===== config.mk =====
export PLATFORM = sky130hd
export DESIGN_NAME = step_datapath
export DESIGN_NICKNAME = d
export VERILOG_FILES = /design/src/rtl/step_datapath_pkg.sv /design/src/rtl/step_datapath_strobe_decoder.sv /design/src/rtl/step_datapath.sv
export SDC_FILE = /design/constraint.sdc
export NUM_CORES = 1
export LEC_CHECK = 0
export BUFFER_PORTS_ARGS = -buffer_cell sky130_fd_sc_hd__buf_4
export CAP_MARGIN = 40
export CORE_MARGIN = 1
export CORE_UTILIZATION = 41
export CTS_CLUSTER_SIZE = 40
export DETAILED_ROUTE_END_ITERATION = 7
export GPL_TIMING_DRIVEN = 0
export PLACE_DENSITY_LB_ADDON = 0.1
export SYNTH_ARGS = -nofsm -noshare
export SYNTH_HDL_FRONTEND = slang
export SYNTH_SLANG_ARGS = --single-unit
export TNS_END_PERCENT = 30

===== constraint.sdc =====
create_clock -name i_clk -period 3.3 [get_ports i_clk]
set_clock_uncertainty 0.15 [all_clocks]
set_input_delay 0.66 -clock i_clk [delete_from_list [all_inputs] [get_ports i_clk]]
set_output_delay 0.66 -clock i_clk [all_outputs]
set_load 0.03 [all_outputs]

===== src/rtl/step_datapath_pkg.sv =====
// Shared opcodes and default sizes for the step datapath and its strobe decoder.
package step_datapath_pkg;
    localparam int WIDTH_DEF     = 8;
    localparam int CNT_WIDTH_DEF = 4;

    localparam logic [2:0] OP_NONE    = 3'd0;
    localparam logic [2:0] OP_S0      = 3'd1;
    localparam logic [2:0] OP_S1      = 3'd2;
    localparam logic [2:0] OP_S2      = 3'd3;
    localparam logic [2:0] OP_S3      = 3'd4;
    localparam logic [2:0] OP_S4      = 3'd5;
    localparam logic [2:0] OP_S5      = 3'd6;
    localparam logic [2:0] OP_ILLEGAL = 3'd7;
endpackage


===== src/rtl/step_datapath_strobe_decoder.sv =====
// Maps the six step strobes to one opcode; anything other than zero or one-hot is illegal.
module strobe_decoder
    import step_datapath_pkg::*;
(
    input  logic [5:0] i_strb,
    output logic [2:0] o_op
);
    always_comb begin
        o_op = OP_ILLEGAL;
        case (i_strb)
            6'b000000: o_op = OP_NONE;
            6'b000001: o_op = OP_S0;
            6'b000010: o_op = OP_S1;
            6'b000100: o_op = OP_S2;
            6'b001000: o_op = OP_S3;
            6'b010000: o_op = OP_S4;
            6'b100000: o_op = OP_S5;
            default:   o_op = OP_ILLEGAL;
        endcase
    end
endmodule


===== src/rtl/step_datapath.sv =====
// Executes controller step strobes on operand, accumulator, counter and result registers;
// reports a sticky overflow back to the controller.
module step_datapath
    import step_datapath_pkg::*;
#(
    parameter int WIDTH     = WIDTH_DEF,
    parameter int CNT_WIDTH = CNT_WIDTH_DEF
) (
    input  logic                 i_clk,
    input  logic                 i_reset_n,
    input  logic                 i_clr,
    input  logic                 i_s0,
    input  logic                 i_s1,
    input  logic                 i_s2,
    input  logic                 i_s3,
    input  logic                 i_s4,
    input  logic                 i_s5,
    input  logic [WIDTH-1:0]     i_din,
    output logic [WIDTH-1:0]     o_dout,
    output logic                 o_overflow,
    output logic                 o_done,
    output logic                 o_err,
    output logic [CNT_WIDTH-1:0] o_cnt
);
    logic [WIDTH-1:0]     r_a, r_b, r_acc, r_dout;
    logic [CNT_WIDTH-1:0] r_cnt;
    logic                 r_ovf, r_done, r_err;

    logic [2:0]           w_op;
    logic [WIDTH-1:0]     w_operand;
    logic [WIDTH:0]       w_sum;
    logic                 w_cnt_full;

    strobe_decoder u_dec (
        .i_strb ({i_s5, i_s4, i_s3, i_s2, i_s1, i_s0}),
        .o_op   (w_op)
    );

    assign w_operand  = (w_op == OP_S4) ? r_b : r_a;
    assign w_sum      = {1'b0, r_acc} + {1'b0, w_operand};
    assign w_cnt_full = &r_cnt;

    always_ff @(posedge i_clk or negedge i_reset_n) begin
        if (!i_reset_n) begin
            r_a    <= '0;
            r_b    <= '0;
            r_acc  <= '0;
            r_dout <= '0;
            r_cnt  <= '0;
            r_ovf  <= 1'b0;
            r_done <= 1'b0;
            r_err  <= 1'b0;
        end else if (i_clr) begin
            r_a    <= '0;
            r_b    <= '0;
            r_acc  <= '0;
            r_dout <= '0;
            r_cnt  <= '0;
            r_ovf  <= 1'b0;
            r_done <= 1'b0;
            r_err  <= 1'b0;
        end else begin
            r_done <= 1'b0;
            case (w_op)
                OP_S0: begin
                    r_acc <= '0;
                    r_cnt <= '0;
                end
                OP_S1: r_a <= i_din;
                OP_S2: r_b <= i_din;
                OP_S3: if (!r_ovf) begin
                    r_acc <= w_sum[WIDTH-1:0];
                    // the count never wraps: it stays at all-ones on the attempt that trips overflow
                    if (!w_cnt_full) r_cnt <= r_cnt + 1'b1;
                    if (w_sum[WIDTH] || w_cnt_full) r_ovf <= 1'b1;
                end
                OP_S4: if (!r_ovf) begin
                    r_acc <= w_sum[WIDTH-1:0];
                    if (w_sum[WIDTH]) r_ovf <= 1'b1;
                end
                OP_S5: begin
                    r_dout <= r_acc;
                    r_done <= 1'b1;
                end
                OP_ILLEGAL: r_err <= 1'b1;
                default: ;
            endcase
        end
    end

    assign o_dout     = r_dout;
    assign o_overflow = r_ovf;
    assign o_done     = r_done;
    assign o_err      = r_err;
    assign o_cnt      = r_cnt;
endmodule


Word-level counts from Yosys, hierarchy flattened
Cells that the tools add are included.
{ "totals": {"ff_bits": 39, "input_bits": 17, "output_inout_bits": 15} }
{ "classes": {"n_addsub": 2, "eq_ne": 16, "n_mux": 25, "n_reduce_logical": 13} }
{ "ops": {"columns": ["op", "count"], "rows": [
  ["8-bit two-way mux", 9],
  ["3-bit case mux with 7 select lines", 1],
  ["8-bit case mux with 2 select lines", 1],
  ["3-bit equality test (second input constant)", 4],
  ["4-bit two-way mux", 3],
  ["8-bit by 8-bit adder with 9-bit output", 1],
  ["1-bit two-way mux", 9],
  ["3-bit != test (second input constant)", 3],
  ["3-bit nonzero test", 3],
  ["4-bit case mux with 2 select lines", 1],
  ["2-bit nonzero test", 4],
  ["3-bit by 2-bit equality test with 1-bit output (second input constant)", 2],
  ["6-bit by 1-bit equality test with 1-bit output (second input constant)", 1],
  ["6-bit by 2-bit equality test with 1-bit output (second input constant)", 1],
  ["6-bit by 3-bit equality test with 1-bit output (second input constant)", 1],
  ["6-bit by 4-bit equality test with 1-bit output (second input constant)", 1],
  ["6-bit by 5-bit equality test with 1-bit output (second input constant)", 1],
  ["6-bit equality test (second input constant)", 1],
  ["6-bit zero test", 1],
  ["4-bit by 1-bit adder with 4-bit output (second input constant)", 1],
  ["4-bit AND reduction", 1],
  ["3-bit by 1-bit equality test with 1-bit output (second input constant)", 1],
  ["3-bit AND reduction", 1],
  ["1-bit case mux with 2 select lines", 1],
  ["other kinds (3)", 3]
]} }

Longest topological paths before layout
Gate-level depths: netlist (run 1).
{ "depth": {"depth_word": 10, "depth_mapped": 11} }

By module
A second synthesis (run 1) with hierarchy kept.
{ "unflattened": {"cells_unflattened": 212, "area_unflattened_um2": 2128.3} }
{ "by_module_without_submodules": {"columns": ["module", "instances", "cells_each", "area_each_um2", "seq_area_each_um2"], "rows": [
  ["step_datapath", 1, 206, 2075.7, 975.9],
  ["strobe_decoder", 1, 6, 52.6, 0.0]
]} }

Least setup slack after synthesis (run 1)
Ideal clock, no wire load.
{ "synth_path": {"path_kind": "input -> register", "start": "input i_s1", "end": "register r_ovf, in the netlist o_overflow", "setup_time_ns": 0.104, "arrival_ns": 2.779, "required_ns": 3.046, "setup_slack_ns": 0.267, "path_stages": 11, "cell_sequence": "nor4_2 > nand3b_2 > mux2_2 > ha_1 > inv_1 > fa_1 > nor2b_1 > o31ai_1 > a21oi_1 > o21ai_0 > a221oi_1"} }
{ "synth_between": {"elab_chain_len": 10, "word_cells_on_any_way": 20, "classes_between": "add/sub (1); eq/ne (8); mux (8); reduce/logical (3)"} }
{ "synth_lines": {"columns": ["element", "line", "source"], "rows": [
  ["from (decl)", "step_datapath.sv:13", "input logic i_s1,"],
  ["6-bit equality test (tied with other cells)", "step_datapath_strobe_decoder.sv:10", "case (i_strb)"],
  ["3-bit case mux with 7 select lines *", "step_datapath_strobe_decoder.sv:10", null],
  ["3-bit equality test", "step_datapath.sv:39, step_datapath.sv:64", null],
  ["8-bit two-way mux", "step_datapath.sv:39", "assign w_operand = (w_op == OP_S4) ? r_b : r_a;"],
  ["8-bit by 8-bit adder with 9-bit output", "step_datapath.sv:40", "assign w_sum = {1'b0, r_acc} + {1'b0, w_operand};"],
  ["1-bit logical OR", "step_datapath.sv:75", "if (w_sum[WIDTH] || w_cnt_full) r_ovf <= 1'b1;"],
  ["1-bit two-way mux", "step_datapath.sv:75", null],
  ["1-bit two-way mux", "step_datapath.sv:71", "OP_S3: if (!r_ovf) begin"],
  ["1-bit case mux with 2 select lines", "step_datapath.sv:64", "case (w_op)"],
  ["1-bit two-way mux", "step_datapath.sv:53", "end else if (i_clr) begin"],
  ["to (signal assigned)", "step_datapath.sv:59", "r_ovf <= 1'b0;"],
  ["to (signal assigned)", "step_datapath.sv:75", null],
  ["to (signal assigned)", "step_datapath.sv:79", "if (w_sum[WIDTH]) r_ovf <= 1'b1;"],
  ["to (decl)", "step_datapath.sv:27", "logic r_ovf, r_done, r_err;"]
]} }
Every way passes the cells marked *; elsewhere a longest branch is shown, timed or not.
A chain may end at the register's enable or synchronous reset.

Final worst setup path (run 1)
Ends and elaborated chain as after synthesis.

==> results of run 1 <==
## worst reg2reg max path: cells and delay by family (launching register included)
family / cells / cell delay, ns
fa+ha+maj: 2 / 0.42
mux: 1 / 0.29
buf+inv: 1 / 0.07
simple gates: 1 / 0.07
compound gates: 4 / 0.86
flops: 1 / 0.38
## power by group
part | switching (mW) | total, mW | leakage (nW) | internal, mW
sequential | 0.00154 | 0.482 | 0.541 | 0.480
clock | 0.176 | 0.366 | 0.0505 | 0.190
combinational | 0.0477 | 0.0762 | 0.719 | 0.0286
total | 0.225 | 0.924 | 1.31 | 0.699
## layout make-up
type / count / share of cell area, %
buffer: 7 / 1.39
clock buffer: 7 / 3.69
clock inverter: 1 / 0.287
inverter: 7 / 1.01
multi-input combinational: 158 / 42.7
sequential: 39 / 37.4
tap: 67 / 3.21
timing repair buffer: 36 / 10.3
## routing by layer
| layer | vias up | track usage [%] |
|---|---|---|
| li1 | 839 | - |
| met1 | 813 | 25.3 |
| met2 | 35 | 29.3 |
| met3 | 5 | 4.88 |
| met4 | 0 | 5.13 |
| met5 | - | 0 |
## how the worst min path moves through the flow
stage                      startpoint                    to  slack, ns  depth (start not counted)
floorplan                   i_reset_n  o_cnt[0]$_DFFE_PN0P_       0.21                          0
global placement    o_err$_DFFE_PN0P_     o_err$_DFFE_PN0P_       0.34                          2
detailed placement  o_err$_DFFE_PN0P_     o_err$_DFFE_PN0P_       0.35                          2
CTS                         i_reset_n    r_b[0]$_DFFE_PN0P_       0.19                          1
global route                i_reset_n    r_b[4]$_DFFE_PN0P_       0.21                          1
finish                      i_reset_n    r_b[0]$_DFFE_PN0P_       0.17                          1
## kinds of logic (layout without fill, tap and decap cells)
| family | Yosys count | count (layout) | synth area share, % |
|---|---|---|---|
| AOI/OAI and AO/OA | 46 | 46 | 14.1 |
| xor gates and xnor gates | 5 | 5 | 2.05 |
| adders and majority gates | 10 | 10 | 6.21 |
| buffers and inverters | 14 | 58 | 2.93 |
| DFF | 39 | 39 | 45.7 |
| muxes | 24 | 24 | 11.7 |
| and+or+nand+nor | 73 | 73 | 17.3 |
## cell usage after synthesis, types with 2 or more instances
master / count
sky130_fd_sc_hd__dfrtp_1: 39
sky130_fd_sc_hd__nor2_1: 24
sky130_fd_sc_hd__nand2_1: 17
sky130_fd_sc_hd__mux2i_1: 16
sky130_fd_sc_hd__a21oi_1: 15
sky130_fd_sc_hd__o21ai_0: 13
sky130_fd_sc_hd__nand3_1: 10
sky130_fd_sc_hd__ha_1: 9
sky130_fd_sc_hd__mux2_2: 8
sky130_fd_sc_hd__inv_1: 6
sky130_fd_sc_hd__xor2_1: 5
sky130_fd_sc_hd__nand2b_1: 3
sky130_fd_sc_hd__a211oi_1: 2
sky130_fd_sc_hd__a31oi_1: 2
sky130_fd_sc_hd__and3_1: 2
sky130_fd_sc_hd__buf_2: 2
sky130_fd_sc_hd__buf_4: 2
sky130_fd_sc_hd__clkbuf_1: 2
sky130_fd_sc_hd__nand3b_1: 2
sky130_fd_sc_hd__nor2b_1: 2
sky130_fd_sc_hd__nor3_1: 2
sky130_fd_sc_hd__nor3_2: 2
sky130_fd_sc_hd__nor4_2: 2
sky130_fd_sc_hd__o21bai_1: 2
sky130_fd_sc_hd__o2bb2ai_1: 2
sky130_fd_sc_hd__or3_1: 2
## registers in the layout, summed over array words and instances (netlist names)
register    cells
r_acc           8
o_overflow      1
o_cnt           4
o_err           1
o_dout          8
r_b             8
o_done          1
r_a             8
## through the flow
stage                     worst slack [ns]  power, mW  area, sq um  setup TNS (ns)  util (%)
after floorplan                      0.267      0.523         2140               0         -
after global placement              -0.258      0.565         2440          -0.301      50.1
after detailed placement            -0.222      0.565         2440          -0.267      50.1
after CTS                           0.0750      0.933         2550               0      52.2
after global routing                0.0134      0.964         2610               0      53.5
final                                0.213      0.924         2610               0      53.5
## cell usage in the layout (no fill, tap or decap), drive strengths merged, types with 3 or more instances in the layout
master | synthesis | routed
clkbuf | 2 | 9
mux2 | 8 | 8
mux2i | 16 | 16
nor3 | 4 | 4
o31ai | 3 | 3
nand2b | 3 | 3
buf | 5 | 41
nand3b | 3 | 3
nor2 | 25 | 25
xor2 | 5 | 5
ha | 9 | 9
inv | 7 | 7
o21ai | 13 | 13
a21oi | 15 | 15
dfrtp | 39 | 39
nand3 | 10 | 10
nand2 | 18 | 18
## what timing repair did
item / in CTS / in global routing
setup endpoints to repair: 0 / 1
buffers inserted: 0 / 6
gates resized for setup: 0 / 2
==> Flow_metrics.wiki, run 1 <==
{| class="wikitable"
! Metric !! Value
|-
| Run status || finished, final reports clean
|-
| Critical Path Sink Type || flop
|-
| Delay contributed by the slowest stage of the critical path || 0.40 ns
|-
| Arrival time of data at the critical path endpoint || between 3 and 4 ns
|-
| Height of the die || 74.2 microns
|-
| Slew Limit Headroom || 62.7%
|-
| Vias per cell || 5.25
|-
| Critical path buffer and inverter count || 2
|-
| Source of the critical timing path || i_s1
|-
| Setup repair after global routing missed its margin || no
|-
| Pre-antenna DRT Iters || 4
|-
| End of the critical path || o_overflow$_DFFE_PN0P_
|-
| I/O pins || 32
|-
| Number of remaining DRC errors || 0
|-
| Required time of the critical path || roughly 3.3 ns
|-
| Largest fanout on the critical path || 6
|-
| Cell types with the largest area share after synthesis || sky130_fd_sc_hd__dfrtp_1, sky130_fd_sc_hd__mux2i_1, sky130_fd_sc_hd__ha_1
|-
| H-tree levels || 2
|-
| Count of yosys warnings during synthesis || 0
|-
| Total global routing overflow || 0
|-
| Total Routing Usage GR || 18.6%
|-
| Predominant post-synthesis flop cell || sky130_fd_sc_hd__dfrtp_1
|-
| Number of buffers added by the clock tree synthesis step || 5
|-
| Fraction of post-synthesis cell area in the top cell type by area || a little under half
|-
| Maximum root-to-sink buffer count || 2
|-
| Fraction of registers with async set/reset || 100%
|-
| Distinct cell type count after synthesis || 44
|-
| Final standard cell count with taps included and fillers excluded || 322
|-
| Kind of cell with the highest combined delay on the critical path || compound AO/OA/AOI/OAI gates
|-
| Final setup violating endpoints || 0
|-
| Number of DRC violations after detailed-routing iteration 0 || 64
|-
| Share of the clock period used by the worst path after layout || 93.6%
|-
| Area occupied by multi-input gates || 1110 sq um
|-
| Top cell type by total area after synthesis || sky130_fd_sc_hd__dfrtp_1
|-
| Max-slew violation count || 0
|-
| Flip-flop and latch count after synthesis || 39
|-
| Maximum VDD drop || 0.000226 V
|-
| Startpoint kind of the worst setup timing path || input pin
|-
| Slew at the pin closest to its max-slew limit || between 0.5 and 0.6 ns
|-
| Starting density of the core || 43.8%
|-
| Final Hold Slack || approximately 0.17 ns
|-
| Average wire per standard cell || 15.1 microns
|-
| Number of nets in the layout || around 280
|-
| Achievable clock frequency || 0.324 GHz
|-
| Worst R2R Start || r_b[0]$_DFFE_PN0P_
|-
| Startpoint-to-endpoint class of the critical path || input pin to flop
|-
| Vias in the first global route || 1538
|-
| Skew-Pair Late Insertion Delay || approximately 0.30 ns
|-
| Wire length of the first global-routing pass || 7460 microns
|-
| Buffer type at the clock tree root || sky130_fd_sc_hd__clkbuf_8
|-
| Clock Pin Slew Worst Setup and Hold Paths || 0.08 ns
|-
| Max capacitance violation total || 0
|-
| Count of flip-flops with a built-in enable after synthesis || 0
|-
| Placed cells || 308
|-
| Avg Synthesized Cell Area || 10.1 sq um
|-
| Sequential fraction of the synthesis area || 45.7%
|-
| Worst Hold Class || input pin to async pin
|-
| Largest net degree at the start of global routing || 40
|-
| Highest metal used || met4
|-
| Gpl congestion || around 0.8
|-
| Routed length on met2 || about 2300 microns
|-
| Reg2reg setup slack || 0.93 ns
|-
| Count of antenna-violating nets left after detailed routing || 0
|-
| Antenna diodes || 0
|-
| Synthesized netlist net count || 238
|-
| Die outline width || approximately 74 microns
|-
| Max stage delay cell, worst path || sky130_fd_sc_hd__o31ai_1
|-
| Post-detailed-routing wire length || between 4000 and 5000 microns
|-
| Relative area change from synthesis to final layout || 22.3%
|-
| Placeable core region || 4880 sq um
|-
| Area of the mapped netlist || ~2100 sq um
|-
| Critical path depth in cells || 11
|-
| Period minus WS final || 3.09 ns
|-
| Series of cell instances along the critical path || buf_4 -> nor4_4 -> nand3b_4 -> buf_4 -> mux2_2 -> ha_1 -> nor2b_1 -> o31ai_1 -> a21oi_1 -> o21ai_0 -> a221oi_1
|-
| Cell depth of the worst flop-to-flop path || 9
|-
| Wl on met1 || 2330 microns
|-
| Routed vias || roughly 1700
|-
| Footprint of the flip-flops and latches || a little under 1000 sq um
|-
| Number of hold buffers added after cts || 0
|-
| Number of inserted filler cells in the final layout || 460
|-
| Rows || 25
|-
| Number of input and output port buffers inserted || 30
|-
| Total count of hold-check failures in the final report || 0
|-
| Cell with the most instances on the worst path || sky130_fd_sc_hd__buf_4
|-
| Critical R2R Capture || o_overflow$_DFFE_PN0P_
|-
| Leakage power of the design || 1.31 nW
|-
| Floorplan die area || 5500 sq um
|-
| Initial antenna violation count || 0
|-
| Clock tree from TritonCTS || yes
|-
| Fraction of layout cells with a size suffix above 1 || 26.7%
|-
| Half-perimeter wire length of the detailed placement result || 3360 microns
|-
| Power Density || between 300 and 400 nW/um^2
|-
| Instance count of the mapped netlist || ~210
|-
| Routed met3 length || 203 microns
|-
| CTS sink count || 39
|}
(Power assumes the default switching activity.)
==> inputs of run 2 (changes only) <==
- CORE_ASPECT_RATIO: unset -> 2
==> run 2 against run 1 <==
  * Total power rose by 5.3%
  * Final cell count fell by 3.7%
  * Fmax fell by 0.46%
  * Largest power group unchanged
  * Sequential power barely moved
  * Clock power rose by 14%
==> Flow_metrics.wiki, run 2 (same netlist as run 1, synthesis figures left out) <==
{| class="wikitable"
! Metric !! Value
|-
| Run status || finished, final reports clean
|-
| Worst Hold Class || input pin to async pin
|-
| Total power consumption of the routed design || roughly 970 uW
|-
| Arrival time of data at the critical path endpoint || 3.10 ns
|-
| Reg2reg setup slack || a little over 0.9 ns
|-
| Count of antenna-violating nets left after detailed routing || 0
|-
| Number of DRC violations after detailed-routing iteration 0 || 35
|-
| Worst slack, placed || -0.315 ns
|-
| Clock Pin Slew Worst Setup and Hold Paths || roughly 0.08 ns
|-
| Relative area change from synthesis to final layout || 21.7%
|-
| I/O pins || 32
|-
| Maximum VDD drop || 0.000311 V
|-
| Floorplan die area || 5520 sq um
|-
| Share of the core filled with cells in the final layout || a little over half
|-
| Cell depth of the worst flop-to-flop path || 9
|-
| Maximum root-to-sink buffer count || 2
|-
| Power Density || 374 nW/um^2
|-
| Fraction of layout cells with a size suffix above 1 || about a quarter
|-
| Slew Limit Headroom || between 60% and 70%
|-
| Number of hold buffers added after cts || 0
|-
| Period minus WS final || 3.10 ns
|-
| Vias in the first global route || 1716
|-
| Startpoint kind of the worst setup timing path || input pin
|-
| Placeable core region || 4950 sq um
|-
| Total Routing Usage GR || 20.0%
|-
| Share of the clock period used by the worst path after layout || 94.0%
|-
| Leading cell type in the layout, fill and taps excluded || sky130_fd_sc_hd__dfrtp_1
|-
| Leakage power of the design || 1.31 nW
|-
| Antenna diodes || 0
|-
| Worst R2R Start || r_a[0]$_DFFE_PN0P_
|-
| Clock tree from TritonCTS || yes
|-
| Skew-Pair Late Insertion Delay || 0.29 ns
|-
| Most frequent cells in the layout || sky130_fd_sc_hd__dfrtp_1, sky130_fd_sc_hd__buf_4, sky130_fd_sc_hd__nor2_1
|-
| Height of the die || 104 microns
|-
| Number of remaining DRC errors || 0
|-
| Final setup violating endpoints || 0
|-
| Die outline width || 53.0 microns
|-
| H-tree levels || 2
|-
| Half-perimeter wire length of the detailed placement result || 3680 microns
|-
| Achievable clock frequency || about 0.32 GHz
|-
| Setup total negative slack || 0 ns
|-
| Startpoint-to-endpoint class of the critical path || input pin to flop
|-
| Gpl congestion || a little under 0.8
|-
| Largest net degree at the start of global routing || 40
|-
| Buffer type at the clock tree root || sky130_fd_sc_hd__clkbuf_8
|-
| Pre-antenna DRT Iters || 4
|-
| Total global routing overflow || 0
|-
| Max capacitance violation total || 0
|-
| Slew at the pin closest to its max-slew limit || between 0.5 and 0.6 ns
|-
| Starting density of the core || a little over two fifths
|-
| Number of buffers added by the clock tree synthesis step || 5
|-
| Critical R2R Capture || o_overflow$_DFFE_PN0P_
|-
| Number of nets in the layout || 279
|-
| Average wire per standard cell || 16.2 microns
|-
| Largest fanout on the critical path || 6
|-
| Critical Path Sink Type || flop
|-
| Post-detailed-routing wire length || 5020 microns
|-
| Rows || 36
|-
| Max-slew violation count || 0
|-
| Required time of the critical path || approximately 3.3 ns
|-
| Number of input and output port buffers inserted || 30
|-
| Initial antenna violation count || 0
|-
| Routed vias || around 1700
|-
| Wire length of the first global-routing pass || around 8000 microns
|-
| Worst setup margin || between 0.15 and 0.2 ns
|-
| Vias per cell || 5.46
|-
| CTS sink count || 39
|-
| Total count of hold-check failures in the final report || 0
|}
-- run 2: cell count changes in the layout (fill, tap and decap cells not counted), sizes merged --
cell,previous run,this run
buf,41,39
bufinv,0,1
clkinv,0,1
clkinvlp,1,0
clkbuf,9,8
-- run 2: worst max-delay path by stage --
stage | cells after the start | start | end | slack [ns]
floorplan | 11 | i_s1 | o_overflow$_DFFE_PN0P_ | 0.27
global placement | 12 | i_s1 | o_overflow$_DFFE_PN0P_ | -0.25
detailed placement | 12 | i_s1 | o_overflow$_DFFE_PN0P_ | -0.31
CTS | 12 | i_s1 | o_overflow$_DFFE_PN0P_ | 0.02
global route | 12 | i_s2 | o_overflow$_DFFE_PN0P_ | -0.02
finish | 11 | i_s2 | o_overflow$_DFFE_PN0P_ | 0.20
-- run 2: critical path, stage by stage --
cell,delay [ns]
sky130_fd_sc_hd__buf_4,0.14
sky130_fd_sc_hd__nor4_4,0.35
sky130_fd_sc_hd__nand3b_4,0.13
sky130_fd_sc_hd__buf_4,0.18
sky130_fd_sc_hd__mux2_2,0.30
sky130_fd_sc_hd__ha_1,0.33
sky130_fd_sc_hd__nor2b_2,0.18
sky130_fd_sc_hd__o31ai_1,0.35
sky130_fd_sc_hd__a21oi_1,0.17
sky130_fd_sc_hd__o21ai_0,0.21
sky130_fd_sc_hd__a221oi_1,0.10
-- run 2: timing repair --
| action | CTS | global route |
|---|---|---|
| endpoints found under the setup margin | 1 | 1 |
| setup buffers | 0 | 4 |
| pin swaps | 0 | 4 |
| endpoints found under the hold margin | 0 | 0 |
| resized for setup | 1 | 2 |
-- run 2: cell type report --
| cell class | instances | area, sq um |
|---|---|---|
| tap | 57 | 71.3 |
| buffer | 7 | 36.3 |
| clock inverter | 2 | 35.0 |
| sequential | 39 | 976 |
| fill | 491 | 2350 |
| multi-input combinational | 158 | 1120 |
| inverter | 7 | 26.3 |
| clock buffer | 6 | 82.6 |
| timing repair buffer | 34 | 255 |
-- run 2: where the power goes --
part | leakage, nW | internal (mW) | switching, mW
logic | 0.711 | 0.0283 | 0.0478
registers | 0.541 | 0.480 | 0.00140
clock network | 0.0612 | 0.245 | 0.171
total | 1.31 | 0.753 | 0.220
-- run 2: metrics by stage --
stage	hold WS, ns	instances	area, sq um
detailed placement	0.345	298	2430
global placement	0.337	298	2430
CTS	0.195	306	2560
global route	0.223	310	2600
floorplan	0.214	211	2140
finish	0.179	310	2600
-- run 2: routing by layer --
layer	track usage, %	share of wire, %	vias to the layer above
li1	-	-	829
met1	22.5	41	814
met2	34.6	53	38
met3	3.36	3.4	11
met4	9.02	2.4	0
met5	0	0	-
==> inputs of run 3 (changes only) <==
- CAP_MARGIN: 40 -> unset
- CORE_UTILIZATION: 41 -> 35
- SYNTH_HIERARCHICAL: unset -> 1
==> run 3 against run 2 <==
  * The run now ends with DRC, setup timing left
  * Count of clock-buffer cells in the layout is the same
  * Sequential power is essentially flat
  * Critical path type unchanged
  * First-iteration DRC count grew 80%
  * Final area grew 7.1%
==> Flow_metrics.wiki, run 3 <==
{| class="wikitable"
! Metric !! Value
|-
| Slew at the pin closest to its max-slew limit || 0.686 ns
|-
| Floorplan die area || 6420 sq um
|-
| CTS sink count || 39
|-
| Number of DRC violations after detailed-routing iteration 0 || 63
|-
| Gpl congestion || about 0.75
|-
| Predominant post-synthesis flop cell || sky130_fd_sc_hd__dfrtp_1
|-
| Maximum VDD drop || 0.000297 V
|-
| Wire length of the first global-routing pass || 8600 microns
|-
| Total power consumption of the routed design || 1.13 mW
|-
| Cell with the most instances on the worst path || sky130_fd_sc_hd__buf_4
|-
| Leading cell type in the layout, fill and taps excluded || sky130_fd_sc_hd__dfrtp_1
|-
| Fraction of registers with async set/reset || 100%
|-
| Cell types with the largest area share after synthesis || sky130_fd_sc_hd__dfrtp_1, sky130_fd_sc_hd__mux2i_1, sky130_fd_sc_hd__ha_1
|-
| Startpoint kind of the worst setup timing path || input pin
|-
| Fraction of power spent switching nets || a little over a fifth
|-
| Final Hold Slack || roughly 0.19 ns
|-
| Vias per cell || 5.34
|-
| Slew Limit Headroom || ~54%
|-
| Cell depth of the worst flop-to-flop path || 9
|-
| Startpoint-to-endpoint class of the critical path || input pin to flop
|-
| Skew-Pair Late Insertion Delay || between 0.2 and 0.3 ns
|-
| Max stage delay cell, worst path || sky130_fd_sc_hd__or4_4
|-
| Maximum root-to-sink buffer count || 2
|-
| Run status || finished with violations
|-
| Fraction of post-synthesis cell area in the top cell type by area || a little under half
|-
| Avg Synthesized Cell Area || 10.0 sq um
|-
| Power Density || 405 nW/um^2
|-
| Number of input and output port buffers inserted || 31
|-
| Distinct cell type count after synthesis || 39
|-
| Count leader, synth || sky130_fd_sc_hd__dfrtp_1
|-
| Achievable clock frequency || 0.282 GHz
|-
| Total Routing Usage GR || 17.8%
|-
| Kind of cell with the highest combined delay on the critical path || simple AND/OR/NAND/NOR gates
|-
| Final setup violating endpoints || 4
|-
| Total count of hold-check failures in the final report || 0
|-
| Largest fanout on the critical path || 9
|-
| Arrival time of data at the critical path endpoint || 3.54 ns
|-
| Worst R2R Start || r_b[0]$_DFFE_PN0P_
|-
| Critical R2R Capture || o_overflow$_DFFE_PN0P_
|-
| Worst slack, placed || -0.962 ns
|-
| Synthesized netlist net count || 239
|-
| Leakage power of the design || 1.26 nW
|-
| Required time of the critical path || 3.29 ns
|-
| Number of nets in the layout || 282
|-
| Most used standard cells in the synthesized netlist || sky130_fd_sc_hd__dfrtp_1, sky130_fd_sc_hd__nor2_1, sky130_fd_sc_hd__nand2_1, sky130_fd_sc_hd__mux2i_1, sky130_fd_sc_hd__a21oi_1
|-
| Fraction of power consumed by sequential logic || 42.9%
|-
| Delay contributed by the slowest stage of the critical path || 0.48 ns
|-
| Setup repair after global routing missed its margin || yes
|-
| Post-detailed-routing wire length || around 5000 microns
|-
| Routed vias || between 1500 and 2000
|-
| Number of remaining DRC errors || 7
|-
| Fraction of layout cells with a size suffix above 1 || 31.6%
|-
| Count of yosys warnings during synthesis || 6
|-
| Logic gate share of total power || 6.7%
|-
| Power dissipated by switching net loads || 238 uW
|-
| Instance count of the mapped netlist || between 200 and 250
|-
| Sequential fraction of the synthesis area || 45.9%
|-
| Height of the die || 112 microns
|-
| Clock network power share || 50.4%
|-
| Count of antenna-violating nets left after detailed routing || 0
|-
| Critical Path Sink Type || flop
|-
| Internal power || around 890 uW
|-
| H-tree levels || 2
|-
| Critical path buffer and inverter count || 3
|-
| Half-perimeter wire length of the detailed placement result || 3600 microns
|-
| Placeable core region || 5810 sq um
|-
| Largest net degree at the start of global routing || 40
|-
| Share of the clock period used by the worst path after layout || 107%
|-
| Top cell type by total area after synthesis || sky130_fd_sc_hd__dfrtp_1
|-
| Pre-antenna DRT Iters || 6
|-
| Die outline width || 57.1 microns
|-
| Area of the mapped netlist || 2130 sq um
|-
| Total cell area at the placement stage || 2490 sq um
|-
| Relative area change from synthesis to final layout || 30.8%
|-
| Reg2reg setup slack || 1.08 ns
|-
| Rows || 39
|-
| Most frequent cells in the layout || sky130_fd_sc_hd__dfrtp_1, sky130_fd_sc_hd__buf_4, sky130_fd_sc_hd__nor2_1
|-
| Worst Hold Class || input pin to async pin
|-
| Initial antenna violation count || 0
|-
| Max-slew violation count || 0
|-
| Antenna diodes || 0
|-
| Worst setup margin || -0.242 ns
|-
| Max capacitance violation total || 0
|-
| Clock tree from TritonCTS || yes
|-
| Violations in the final reports || DRC, setup timing
|-
| Number of hold buffers added after cts || 0
|-
| Period minus WS final || 3.54 ns
|-
| Clock Pin Slew Worst Setup and Hold Paths || 0.06 ns
|-
| Buffer type at the clock tree root || sky130_fd_sc_hd__clkbuf_16
|-
| Flip-flop and latch count after synthesis || 39
|-
| Starting density of the core || 36.7%
|-
| Total global routing overflow || 0
|-
| Average wire per standard cell || 16.2 microns
|-
| Count of flip-flops with a built-in enable after synthesis || 0
|-
| Total non-filler cell area in the finished layout || 2780 sq um
|-
| I/O pins || 32
|-
| Series of cell instances along the critical path || buf_4 -> maj3_2 -> or4_4 -> nand3b_1 -> buf_4 -> buf_4 -> mux2_4 -> ha_4 -> nor2b_2 -> o31a_1 -> o31a_1 -> o21ai_2 -> o221ai_1
|-
| Number of buffers added by the clock tree synthesis step || 5
|-
| Vias in the first global route || 1750
|}
==> run 3: cell count changes in the layout (fill, tap and decap cells not counted), sizes merged, moves of 4 or more <==
cell,before,now
buf,39,43
a21oi,15,11
nand2,18,24
xor2,5,0
nor2,25,29
nand3,10,2
==> run 3: area by class of cell <==
cell class                 count  area (sq um)
buffer                         9          52.6
clock buffer                   6           139
clock inverter                 2          35.0
fill                         548          3020
inverter                       6          22.5
multi-input combinational    156          1200
sequential                    39           976
tap                           61          76.3
timing repair buffer          38           285
==> run 3: kinds of logic (layout without fill, tap and decap cells) <==
logic type | Yosys count | after routing | synth area share, %
AND/OR/NAND/NOR | 74 | 74 | 16.3
AO/OA/AOI/OAI | 43 | 43 | 13.6
flip-flops | 39 | 39 | 45.9
multiplexers | 24 | 24 | 11.8
buffers and inverters | 17 | 61 | 4.00
adder cells (fa/ha/maj) | 13 | 13 | 7.64
XOR/XNOR | 2 | 2 | 0.823
==> run 3: stage by stage <==
step	std cells	TNS, ns	util [%]
global route	317	-0.985	47.9
floorplan	212	-1.56	-
detailed placement	304	-6.01	42.9
global placement	304	-5.91	42.9
finish	317	-0.549	47.9
CTS	317	-0.399	47.7
==> run 3: how the worst max path moves through the flow <==
stage               from                endpoint  slack (ns)  cells past startpoint
floorplan           i_s3  o_overflow$_DFFE_PN0P_       -0.36                     13
global placement    i_s3  o_overflow$_DFFE_PN0P_       -0.95                     14
detailed placement  i_s3  o_overflow$_DFFE_PN0P_       -0.96                     14
CTS                 i_s3  o_overflow$_DFFE_PN0P_       -0.23                     13
global route        i_s2  o_overflow$_DFFE_PN0P_       -0.33                     15
finish              i_s3  o_overflow$_DFFE_PN0P_       -0.24                     13
==> run 3: power groups by stage <==
| stage | clock network (mW) | logic (mW) | registers (mW) |
|---|---|---|---|
| finish | 0.568 | 0.0750 | 0.484 |
| CTS | 0.580 | 0.0757 | 0.483 |
| detailed placement | 0 | 0.0721 | 0.492 |
| global route | 0.606 | 0.0826 | 0.484 |
| global placement | 0 | 0.0719 | 0.492 |
| floorplan | 0 | 0.0299 | 0.494 |
==> run 3: per-layer routing <==
metal / track usage, % / wire, microns
met1: 18.9 / 1940
met2: 34.1 / 2970
met3: 2.88 / 132
met4: 6.34 / 84
met5: 0 / 0
==> run 3: timing repair <==
item / CTS / global route
pin swaps: 5 / 0
setup buffers: 7 / 0
setup endpoints to repair: 8 / 6
resized for setup: 12 / 3
